$ cat config.mk
export PLATFORM = sky130hd
export DESIGN_NAME = pll_lock_supervisor_flat
export DESIGN_NICKNAME = d
export VERILOG_FILES = /design/src/rtl/pll_lock_supervisor_if.sv /design/src/rtl/pll_lock_supervisor.sv /design/src/flat_wrapper.sv
export SDC_FILE = /design/constraint.sdc
export NUM_CORES = 1
export LEC_CHECK = 0
export CAP_MARGIN = 10
export CORE_UTILIZATION = 50
export DETAILED_ROUTE_END_ITERATION = 12
export GPL_TIMING_DRIVEN = 0
export PLACE_DENSITY_LB_ADDON = 0.15
export SYNTH_ARGS = -nofsm -noshare
export SYNTH_HDL_FRONTEND = slang
export SYNTH_SLANG_ARGS = --single-unit
$ cat constraint.sdc
create_clock -name clk -period 2.4 [get_ports clk]
set_clock_uncertainty 0.05 [all_clocks]
set_input_delay 0.48 -clock clk [delete_from_list [all_inputs] [get_ports clk]]
set_output_delay 0.48 -clock clk [all_outputs]
set_load 0.01 [all_outputs]
$ cat src/rtl/pll_lock_supervisor_if.sv
// Signal bundle between the PLL lock supervisor and the clock/reset fabric around it.
// The master drives the lock flags and firmware requests; the slave is the supervisor itself.
interface pll_lock_supervisor_if #(
  parameter int NUM_PLLS    = 2,
  parameter int COUNT_WIDTH = 16
);
  logic [NUM_PLLS-1:0]    pll_lock;
  logic                   force_reset;
  logic                   clear_counters;
  logic                   pll_reset;
  logic                   sys_rst;
  logic [NUM_PLLS-1:0]    all_locked;
  logic [NUM_PLLS-1:0]    lost_mask;
  logic [COUNT_WIDTH-1:0] loss_count;
  logic [COUNT_WIDTH-1:0] timeout_count;

  modport master (
    output pll_lock, force_reset, clear_counters,
    input  pll_reset, sys_rst, all_locked, lost_mask, loss_count, timeout_count
  );

  modport slave (
    input  pll_lock, force_reset, clear_counters,
    output pll_reset, sys_rst, all_locked, lost_mask, loss_count, timeout_count
  );
endinterface

$ cat src/rtl/pll_lock_supervisor.sv
// Sequences PLL reset, lock debounce and downstream reset release; tracks lock loss and
// lock-acquire timeouts with saturating counters. Runs on the free-running input clock.
module pll_lock_supervisor #(
  parameter int NUM_PLLS        = 2,
  parameter int PLL_RESET_PULSE = 16,
  parameter int LOCK_TIMEOUT    = 125000,
  parameter int LOCK_DEBOUNCE   = 1024,
  parameter int RESET_HOLD      = 256,
  parameter int COUNT_WIDTH     = 16
) (
  input  logic                  clk,
  input  logic                  rst,
  pll_lock_supervisor_if.slave  bus
);

  localparam int MAX_AB      = (PLL_RESET_PULSE > LOCK_TIMEOUT) ? PLL_RESET_PULSE : LOCK_TIMEOUT;
  localparam int MAX_CD      = (LOCK_DEBOUNCE > RESET_HOLD) ? LOCK_DEBOUNCE : RESET_HOLD;
  localparam int TIMER_MAX   = (MAX_AB > MAX_CD) ? MAX_AB : MAX_CD;
  localparam int TIMER_WIDTH = $clog2(TIMER_MAX);

  localparam logic [TIMER_WIDTH-1:0] PULSE_LAST    = TIMER_WIDTH'(PLL_RESET_PULSE - 1);
  localparam logic [TIMER_WIDTH-1:0] TIMEOUT_LAST  = TIMER_WIDTH'(LOCK_TIMEOUT - 1);
  localparam logic [TIMER_WIDTH-1:0] DEBOUNCE_LAST = TIMER_WIDTH'(LOCK_DEBOUNCE - 1);
  localparam logic [TIMER_WIDTH-1:0] HOLD_LAST     = TIMER_WIDTH'(RESET_HOLD - 1);

  typedef enum logic [2:0] {
    PLL_RST,
    WAIT_LOCK,
    DEBOUNCE,
    HOLD,
    RUN
  } state_e;

  state_e                 state;
  logic [TIMER_WIDTH-1:0] timer;
  logic [NUM_PLLS-1:0]    sync_meta;
  logic [NUM_PLLS-1:0]    sync_lock;
  logic [NUM_PLLS-1:0]    lost_mask;
  logic [COUNT_WIDTH-1:0] loss_count;
  logic [COUNT_WIDTH-1:0] timeout_count;

  logic                   locked;
  logic [COUNT_WIDTH-1:0] loss_base;
  logic [COUNT_WIDTH-1:0] timeout_base;
  logic [NUM_PLLS-1:0]    mask_base;

  function automatic logic [COUNT_WIDTH-1:0] sat_inc(input logic [COUNT_WIDTH-1:0] value);
    return (&value) ? value : value + COUNT_WIDTH'(1);
  endfunction

  // A same-cycle clear takes effect before any increment or OR on top of it.
  assign locked       = &sync_lock;
  assign loss_base    = bus.clear_counters ? '0 : loss_count;
  assign timeout_base = bus.clear_counters ? '0 : timeout_count;
  assign mask_base    = bus.clear_counters ? '0 : lost_mask;

  always_ff @(posedge clk) begin
    if (rst) begin
      state         <= PLL_RST;
      timer         <= '0;
      sync_meta     <= '0;
      sync_lock     <= '0;
      lost_mask     <= '0;
      loss_count    <= '0;
      timeout_count <= '0;
    end else begin
      sync_meta <= bus.pll_lock;
      sync_lock <= sync_meta;

      // NOTE: non-blocking defaults here are overridden by later assignments in the same
      // block; the last scheduled update to a register wins, so event paths need no else.
      loss_count    <= loss_base;
      timeout_count <= timeout_base;
      lost_mask     <= mask_base;

      if (bus.force_reset) begin
        state <= PLL_RST;
        timer <= '0;
      end else begin
        case (state)
          PLL_RST: begin
            if (timer == PULSE_LAST) begin
              state <= WAIT_LOCK;
              timer <= '0;
            end else begin
              timer <= timer + TIMER_WIDTH'(1);
            end
          end

          WAIT_LOCK: begin
            if (locked) begin
              state <= DEBOUNCE;
              timer <= '0;
            end else if (timer == TIMEOUT_LAST) begin
              state         <= PLL_RST;
              timer         <= '0;
              timeout_count <= sat_inc(timeout_base);
            end else begin
              timer <= timer + TIMER_WIDTH'(1);
            end
          end

          // Glitches here fall back silently and restart the timeout window.
          DEBOUNCE: begin
            if (!locked) begin
              state <= WAIT_LOCK;
              timer <= '0;
            end else if (timer == DEBOUNCE_LAST) begin
              state <= HOLD;
              timer <= '0;
            end else begin
              timer <= timer + TIMER_WIDTH'(1);
            end
          end

          HOLD: begin
            if (!locked) begin
              state <= WAIT_LOCK;
              timer <= '0;
            end else if (timer == HOLD_LAST) begin
              state <= RUN;
              timer <= '0;
            end else begin
              timer <= timer + TIMER_WIDTH'(1);
            end
          end

          RUN: begin
            if (!locked) begin
              state      <= WAIT_LOCK;
              timer      <= '0;
              loss_count <= sat_inc(loss_base);
              lost_mask  <= mask_base | ~sync_lock;
            end
          end

          default: begin
            state <= PLL_RST;
            timer <= '0;
          end
        endcase
      end
    end
  end

  assign bus.pll_reset     = (state == PLL_RST);
  assign bus.sys_rst       = (state != RUN);
  assign bus.all_locked    = sync_lock;
  assign bus.lost_mask     = lost_mask;
  assign bus.loss_count    = loss_count;
  assign bus.timeout_count = timeout_count;

endmodule

$ cat src/flat_wrapper.sv
// flat-port wrapper written by rule: the top's interface ports become plain ports
module pll_lock_supervisor_flat 
#(
  parameter int NUM_PLLS        = 2,
  parameter int PLL_RESET_PULSE = 16,
  parameter int LOCK_TIMEOUT    = 125000,
  parameter int LOCK_DEBOUNCE   = 1024,
  parameter int RESET_HOLD      = 256,
  parameter int COUNT_WIDTH     = 16
)
  (clk, rst, bus_pll_lock, bus_force_reset, bus_clear_counters, bus_pll_reset, bus_sys_rst, bus_all_locked, bus_lost_mask, bus_loss_count, bus_timeout_count);
  pll_lock_supervisor_if #(.NUM_PLLS(NUM_PLLS), .COUNT_WIDTH(COUNT_WIDTH)) bus_i ();
  input  logic clk;
  input  logic rst;
  input wire logic [$bits(bus_i.pll_lock)-1:0] bus_pll_lock;
  input wire logic [$bits(bus_i.force_reset)-1:0] bus_force_reset;
  input wire logic [$bits(bus_i.clear_counters)-1:0] bus_clear_counters;
  output wire logic [$bits(bus_i.pll_reset)-1:0] bus_pll_reset;
  output wire logic [$bits(bus_i.sys_rst)-1:0] bus_sys_rst;
  output wire logic [$bits(bus_i.all_locked)-1:0] bus_all_locked;
  output wire logic [$bits(bus_i.lost_mask)-1:0] bus_lost_mask;
  output wire logic [$bits(bus_i.loss_count)-1:0] bus_loss_count;
  output wire logic [$bits(bus_i.timeout_count)-1:0] bus_timeout_count;
  assign bus_i.pll_lock = bus_pll_lock;
  assign bus_i.force_reset = bus_force_reset;
  assign bus_i.clear_counters = bus_clear_counters;
  assign bus_pll_reset = bus_i.pll_reset;
  assign bus_sys_rst = bus_i.sys_rst;
  assign bus_all_locked = bus_i.all_locked;
  assign bus_lost_mask = bus_i.lost_mask;
  assign bus_loss_count = bus_i.loss_count;
  assign bus_timeout_count = bus_i.timeout_count;
  pll_lock_supervisor #(.NUM_PLLS(NUM_PLLS), .PLL_RESET_PULSE(PLL_RESET_PULSE), .LOCK_TIMEOUT(LOCK_TIMEOUT), .LOCK_DEBOUNCE(LOCK_DEBOUNCE), .RESET_HOLD(RESET_HOLD), .COUNT_WIDTH(COUNT_WIDTH)) u_core (.clk(clk), .rst(rst), .bus(bus_i));
endmodule
### Yosys cells after proc, flatten, opt, wreduce, memory -nomap -nowiden

Index checks and enable logic that the tools add are counted.

| word-level totals | value |
|---|---|
| register bits | 58 |
| latch bits | 0 |
| bits in writable memories | 0 |
| memory bits (read-only) | 0 |
| bits of input ports | 6 |
| output and inout bits | 38 |
| word-level logic and storage cells | 65 |
| memories kept | 0 |

| cells by class | value |
|---|---|
| add/subtract/negate cells | 3 |
| multipliers | 0 |
| divide/modulo/power cells | 0 |
| $lt $le $gt $ge | 0 |
| equal/unequal tests | 14 |
| shift-type cells | 0 |
| muxes and demuxes | 33 |
| bitwise operators | 2 |
| reduce and logical (&&, ||, !) cells | 6 |

Operators with widths:

| kind | count |
|---|---|
| 16-bit 2-to-1 mux | 11 |
| 17-bit 2-to-1 mux | 8 |
| 17-bit one-hot mux with 5 select lines | 1 |
| 16-bit by 1-bit adder with 16-bit output, second input constant | 2 |
| 16-bit AND reduction | 2 |
| 3-bit 2-to-1 mux | 8 |
| 17-bit by 1-bit adder with 17-bit output, second input constant | 1 |
| 17-bit by 10-bit equality test with 1-bit output, second input constant | 1 |
| 17-bit equality test, second input constant | 1 |
| 17-bit by 4-bit equality test with 1-bit output, second input constant | 1 |
| 17-bit by 8-bit equality test with 1-bit output, second input constant | 1 |
| 3-bit one-hot mux with 5 select lines | 1 |
| 3-bit inequality test, second input constant | 3 |
| 2-bit 2-to-1 mux | 4 |
| 3-bit by 2-bit equality test with 1-bit output, second input constant | 2 |
| 5-bit AND reduction | 1 |
| 3-bit by 1-bit equality test with 1-bit output, second input constant | 1 |
| 3-bit equality test, second input constant | 1 |
| 3-bit zero test | 1 |
| 3-bit by 1-bit inequality test with 1-bit output, second input constant | 1 |
| 2-bit by 1-bit inequality test with 1-bit output, second input constant | 1 |
| 2-bit inequality test, second input constant | 1 |
| 2-bit NOT | 1 |
| 2-bit OR | 1 |
| other kinds (2) | 2 |

### Depth between registers and ports, before layout

| logic depth | value |
|---|---|
| depth after elaboration | 7 |
| gate-level depth with buffers | 9 |
| gate-level depth less buffers | 7 |

### Worst setup path before layout

No wires, ideal clock.

| path | value |
|---|---|
| path kind | input to register |
| start | in bus_clear_counters |
| end | reg u_core.loss_count[2] (netlist: u_core.bus.loss_count[2]) |
| arrival time | 2.254 ns |
| data required time | 2.235 ns |
| path slack | -0.018 ns |
| cell stages on the path | 8 |
| path through | clkbuf_1 -> nor2b_1 -> ha_1 -> nand4b_1 -> nor3_1 -> a21oi_1 -> and3_1 -> o21a_1 |

| between the ends | value |
|---|---|
| longest elaborated chain between the ends | 6 |
| elaborated cells on any way between the ends | 7 |

RTL lines:

| item | line | RTL |
|---|---|---|
| from (decl) | flat_wrapper.sv:17 | `input wire logic [$bits(bus_i.clear_counters)-1:0] bus_clear_counters;` |
| 16-bit 2-to-1 mux (*) | pll_lock_supervisor.sv:53 | `assign loss_base = bus.clear_counters ? '0 : loss_count;` |
| 16-bit by 1-bit adder with 16-bit output / 16-bit AND reduction (equally long branches) | pll_lock_supervisor.sv:48 | `return (&value) ? value : value + COUNT_WIDTH'(1);` |
| 16-bit 2-to-1 mux | pll_lock_supervisor.sv:48 |  |
| 16-bit 2-to-1 mux | pll_lock_supervisor.sv:129 | `if (!locked) begin` |
| 16-bit 2-to-1 mux | pll_lock_supervisor.sv:80 | `case (state)` |
| 16-bit 2-to-1 mux (*) | pll_lock_supervisor.sv:76 | `if (bus.force_reset) begin` |
| to (signal assigned) | pll_lock_supervisor.sv:72 | `loss_count <= loss_base;` |
| to (signal assigned) | pll_lock_supervisor.sv:132 | `loss_count <= sat_inc(loss_base);` |
| to (decl) | pll_lock_supervisor.sv:39 | `logic [COUNT_WIDTH-1:0] loss_count;` |

Every way passes the cells marked *; elsewhere a longest branch is shown, timed or not.
A chain may end at the register's enable or synchronous reset.

### Worst setup path in the final report

| path | value |
|---|---|
| start | reg u_core.timer[5] |
| end | reg u_core.timeout_count[14] (netlist: u_core.bus.timeout_count[14]) |

| between the ends | value |
|---|---|
| longest elaborated chain between the ends | 5 |

RTL lines:

| item | line | RTL |
|---|---|---|
| from (decl) | pll_lock_supervisor.sv:35 | `logic [TIMER_WIDTH-1:0] timer;` |
| from (signal assigned) | pll_lock_supervisor.sv:86 | `timer <= timer + TIMER_WIDTH'(1);` |
| from (signal assigned) | pll_lock_supervisor.sv:99 | `timer <= timer + TIMER_WIDTH'(1);` |
| from (signal assigned) | pll_lock_supervisor.sv:112 | `timer <= timer + TIMER_WIDTH'(1);` |
| 17-bit equality test | pll_lock_supervisor.sv:94 | `end else if (timer == TIMEOUT_LAST) begin` |
| 16-bit 2-to-1 mux | pll_lock_supervisor.sv:94 |  |
| 16-bit 2-to-1 mux | pll_lock_supervisor.sv:91 | `if (locked) begin` |
| 16-bit 2-to-1 mux | pll_lock_supervisor.sv:80 |  |
| 16-bit 2-to-1 mux | pll_lock_supervisor.sv:76 |  |
| to (signal assigned) | pll_lock_supervisor.sv:73 | `timeout_count <= timeout_base;` |
| to (signal assigned) | pll_lock_supervisor.sv:97 | `timeout_count <= sat_inc(timeout_base);` |
| to (decl) | pll_lock_supervisor.sv:40 | `logic [COUNT_WIDTH-1:0] timeout_count;` |

No other way between the ends.

==> results.md <==
- Core Rows: 29
- Final setup margin: 0.0249 ns
- Initial detailed-routing violation count: between 150 and 200
- GPL Wtd Cong: 0.922
- Synth-to-layout area growth: 30.4%
- Synth Cell Area: between 3000 and 4000 um^2
- Worst hold path class: flop to flop
- Clk sinks: 58
- Arr. time, crit path: 2.59 ns
- Largest net degree at the start of global routing: 11
- Buf+Inv Stages, Crit Path: 2
- Latest clock arrival within the worst-skew pair: between 0.3 and 0.4 ns
- Crit path launch type: flop
- Syn Area/Cell: 8.52 um^2
- Drt first pass iters: 5
- CTS Buffer Depth: 2
- Vias in the first global route: a little over 3000
- Synth Warn #: 0
- Final worst-path cycle share: between 90% and 100%
- EDFF count, synth: 0
- Cell family with most CP delay: simple AND/OR/NAND/NOR gates
- Cells after synthesis: around 390
- Post-DR vias/cell: roughly 6.2
- Pwr/cell area: 428 nW/um^2
- Final WL: between 8 and 9 mm
- Final design utilization: roughly 67%
- Max transition margin: roughly 52%
- Yosys reg bits: 58
- Async set or reset register ratio after synthesis: 0%
- Clk root buf: clkbuf_8
- Pre-CTS WS: -0.949 ns
- CTS tree: built
- Max FO, Critical Path: 8
- Area taken by multi-input logic gates: roughly 2100 um^2
- Total track usage: about a quarter
- Critical path cell sequence: or4_4 > nor4_4 > buf_4 > nand4b_4 > buf_6 > or4_1 > a21oi_1
- H-tree lvl count: 3
- Layout cells sized above 1: between 10% and 20%
- CP Class: flop to flop
- Minimum clock period: roughly 2.4 ns
- Setup TNS: 0 ns
- Clk pin slew, worst setup/hold paths: about 0.07 ns
- Sequential area share after synthesis: a little over a third
- Crit-path slowest cell: or4_4
- Vias post-DR: between 3000 and 4000
- Filler cells: 522
- Final setup viols: 0
- Core area: 6350 um^2
- I/O pins: between 40 and 50
- Max VDD drop: about 0.28 mV
- # diodes: 0
- Nets: 462
- Max_cap viols: 0
- Slew Viols, Final: 0
- Global route overflow: 0
- Fmax: about 420 MHz
- Post-Syn Nets: 394
- Routed len/inst: about 16 um
- RSZ-0062 raised after global routing: yes
- Worst-Margin Slew: 0.711 ns
- # DRC: 0
- Crit path required time: 2.61 ns
- Half-perimeter wire length after placement: slightly below 6 mm
- Top_reg_cell synth: dfxtp_1
- Num CTS Buffers: 9
- PnR Total Power: about 1800 uW
- Initial core utilization: just over 50%
- PortBufs: 42
- First-pass GRT wire length: roughly 15 mm
- CP Capture Type: flop
- Die area: approximately 6900 um^2
- Max incr delay on CP: 0.56 ns
- Initial antenna violation count: 0
- Die height: roughly 83 um
- Status: finished, final reports clean
- Synth unique cells: just under 60
- Leakage: 0.00141 uW
- Register area: around 1200 um^2
- Hold Vio Cnt, Final: 0
- Antenna Nets Post-Route: 0
- Die Wd: between 80 and 90 um
==> flip-flops by register name (all words and copies together) (netlist names) <==
name,count
u_core.bus.lost_mask,2
u_core.sync_meta,2
u_core.bus.all_locked,2
u_core.state,3
u_core.bus.timeout_count,16
u_core.timer,17
u_core.bus.loss_count,16
==> cell usage after synthesis, types with 3 or more instances <==
library cell / n / share of area (%)
a211oi_1: 10 / 2.3
a21oi_1: 20 / 3.1
a22oi_1: 3 / 0.69
and3_1: 9 / 1.7
and4b_1: 3 / 0.92
buf_4: 3 / 0.69
clkbuf_1: 6 / 0.69
clkbuf_8: 4 / 1.7
dfxtp_1: 58 / 35
ha_1: 3 / 1.1
inv_1: 7 / 0.80
mux2_1: 3 / 1.0
nand2_1: 38 / 4.3
nand3_1: 23 / 3.5
nand3b_1: 3 / 0.69
nand4_1: 14 / 2.7
nor2_1: 28 / 3.2
nor2b_1: 13 / 2.5
nor3_1: 10 / 1.5
nor4_1: 9 / 1.7
o21ai_0: 3 / 0.46
o21ai_1: 16 / 2.4
o22ai_1: 3 / 0.57
o311ai_1: 6 / 1.6
o31ai_1: 5 / 1.1
o41ai_1: 5 / 1.3
or3_1: 10 / 1.9
or3_2: 3 / 0.69
or4_1: 9 / 2.1
xnor2_1: 16 / 4.3
xor2_1: 6 / 1.6
==> layout make-up <==
class,instances,area share (%)
Timing Repair Buffer,57,12.8
Buffer,18,4.04
Clock buffer,13,3.72
Tap cell,77,2.25
Sequential cell,58,27.4
Inverter,7,0.614
Multi-Input combinational cell,302,49.1
==> logic make-up after synthesis <==
family	Yosys count	share of synthesized area [%]
multiplexers	5	1.64
flip-flops	58	35.4
adder cells (fa/ha/maj)	3	1.14
AND/OR/NAND/NOR	190	33.5
buffers and inverters	25	5.57
AO/OA/AOI/OAI	82	16.8
XOR/XNOR	22	5.88
==> path summary, 6_finish.rpt <==
check                           cells after the start                           end  slack, ns                 from
worst max-delay path                                7  u_core.bus.timeout_count[14]       0.02      u_core.timer[5]
worst min-delay path                                1      u_core.bus.all_locked[0]       0.40  u_core.sync_meta[0]
worst max register to register                      7  u_core.bus.timeout_count[14]       0.02      u_core.timer[5]
worst min register to register                      1      u_core.bus.all_locked[0]       0.40  u_core.sync_meta[0]
==> layout by cell type, fill, tap and decap left out, drive strengths merged, types with 3 or more instances in the layout <==
cell type / synthesis / routed
nor2: 28 / 28
buf: 8 / 22
nand3: 23 / 23
and4b: 3 / 3
clkdlybuf4s50: 0 / 41
nor2b: 13 / 13
xor2: 6 / 6
xnor2: 16 / 16
inv: 7 / 7
nor4: 11 / 11
nand3b: 3 / 3
mux2: 3 / 3
dfxtp: 58 / 58
nor3: 10 / 10
o41ai: 5 / 5
o21ai: 19 / 19
a21oi: 20 / 20
o22ai: 3 / 3
nor4b: 3 / 3
a211oi: 10 / 10
o31ai: 6 / 6
o311ai: 6 / 6
nand2: 38 / 38
a22oi: 3 / 3
nand4: 14 / 14
or4: 10 / 10
and3: 10 / 10
clkbuf: 10 / 25
or3: 13 / 13
ha: 3 / 3
==> metrics by stage <==
| stage | hold WS [ns] | area [um^2] | cells |
|---|---|---|---|
| final | 0.398 | 4280 | 532 |
| after global routing | 0.415 | 4280 | 532 |
| after CTS | 0.403 | 4090 | 523 |
| after detailed placement | 0.377 | 3810 | 505 |
| after global placement | 0.367 | 3800 | 504 |
| after floorplan | 0.364 | 3280 | 385 |
==> where the power goes <==
| part | total [uW] | switching (uW) | internal [uW] | leakage [uW] |
|---|---|---|---|---|
| clock network | 788 | 373 | 415 | 0.0000815 |
| logic | 72.7 | 44.4 | 28.3 | 0.000856 |
| registers | 970 | 5.05 | 965 | 0.000471 |
| total | 1830 | 423 | 1410 | 0.00141 |
==> what timing repair did <==
| action | 4_1_cts | 5_1_grt |
|---|---|---|
| pin swaps | 5 | 6 |
| gates resized for setup | 19 | 26 |
| hold buffers | 0 | 0 |
| cloned | 1 | 0 |
| setup endpoints to repair | 43 | 45 |
| setup buffers | 4 | 9 |
==> per-layer routing <==
layer  global-route usage (%)  vias to the layer above  part of all wire (%)  wire length (um)
met3                     3.98                       22                   5.8               504
met5                        0                        -                     0                 0
met1                     34.3                     1556                    46              4050
met2                     39.6                      135                    46              4010
li1                         -                     1588                     -                 -
met4                     12.1                        0                   2.0               173
(Power assumes the default switching activity.)
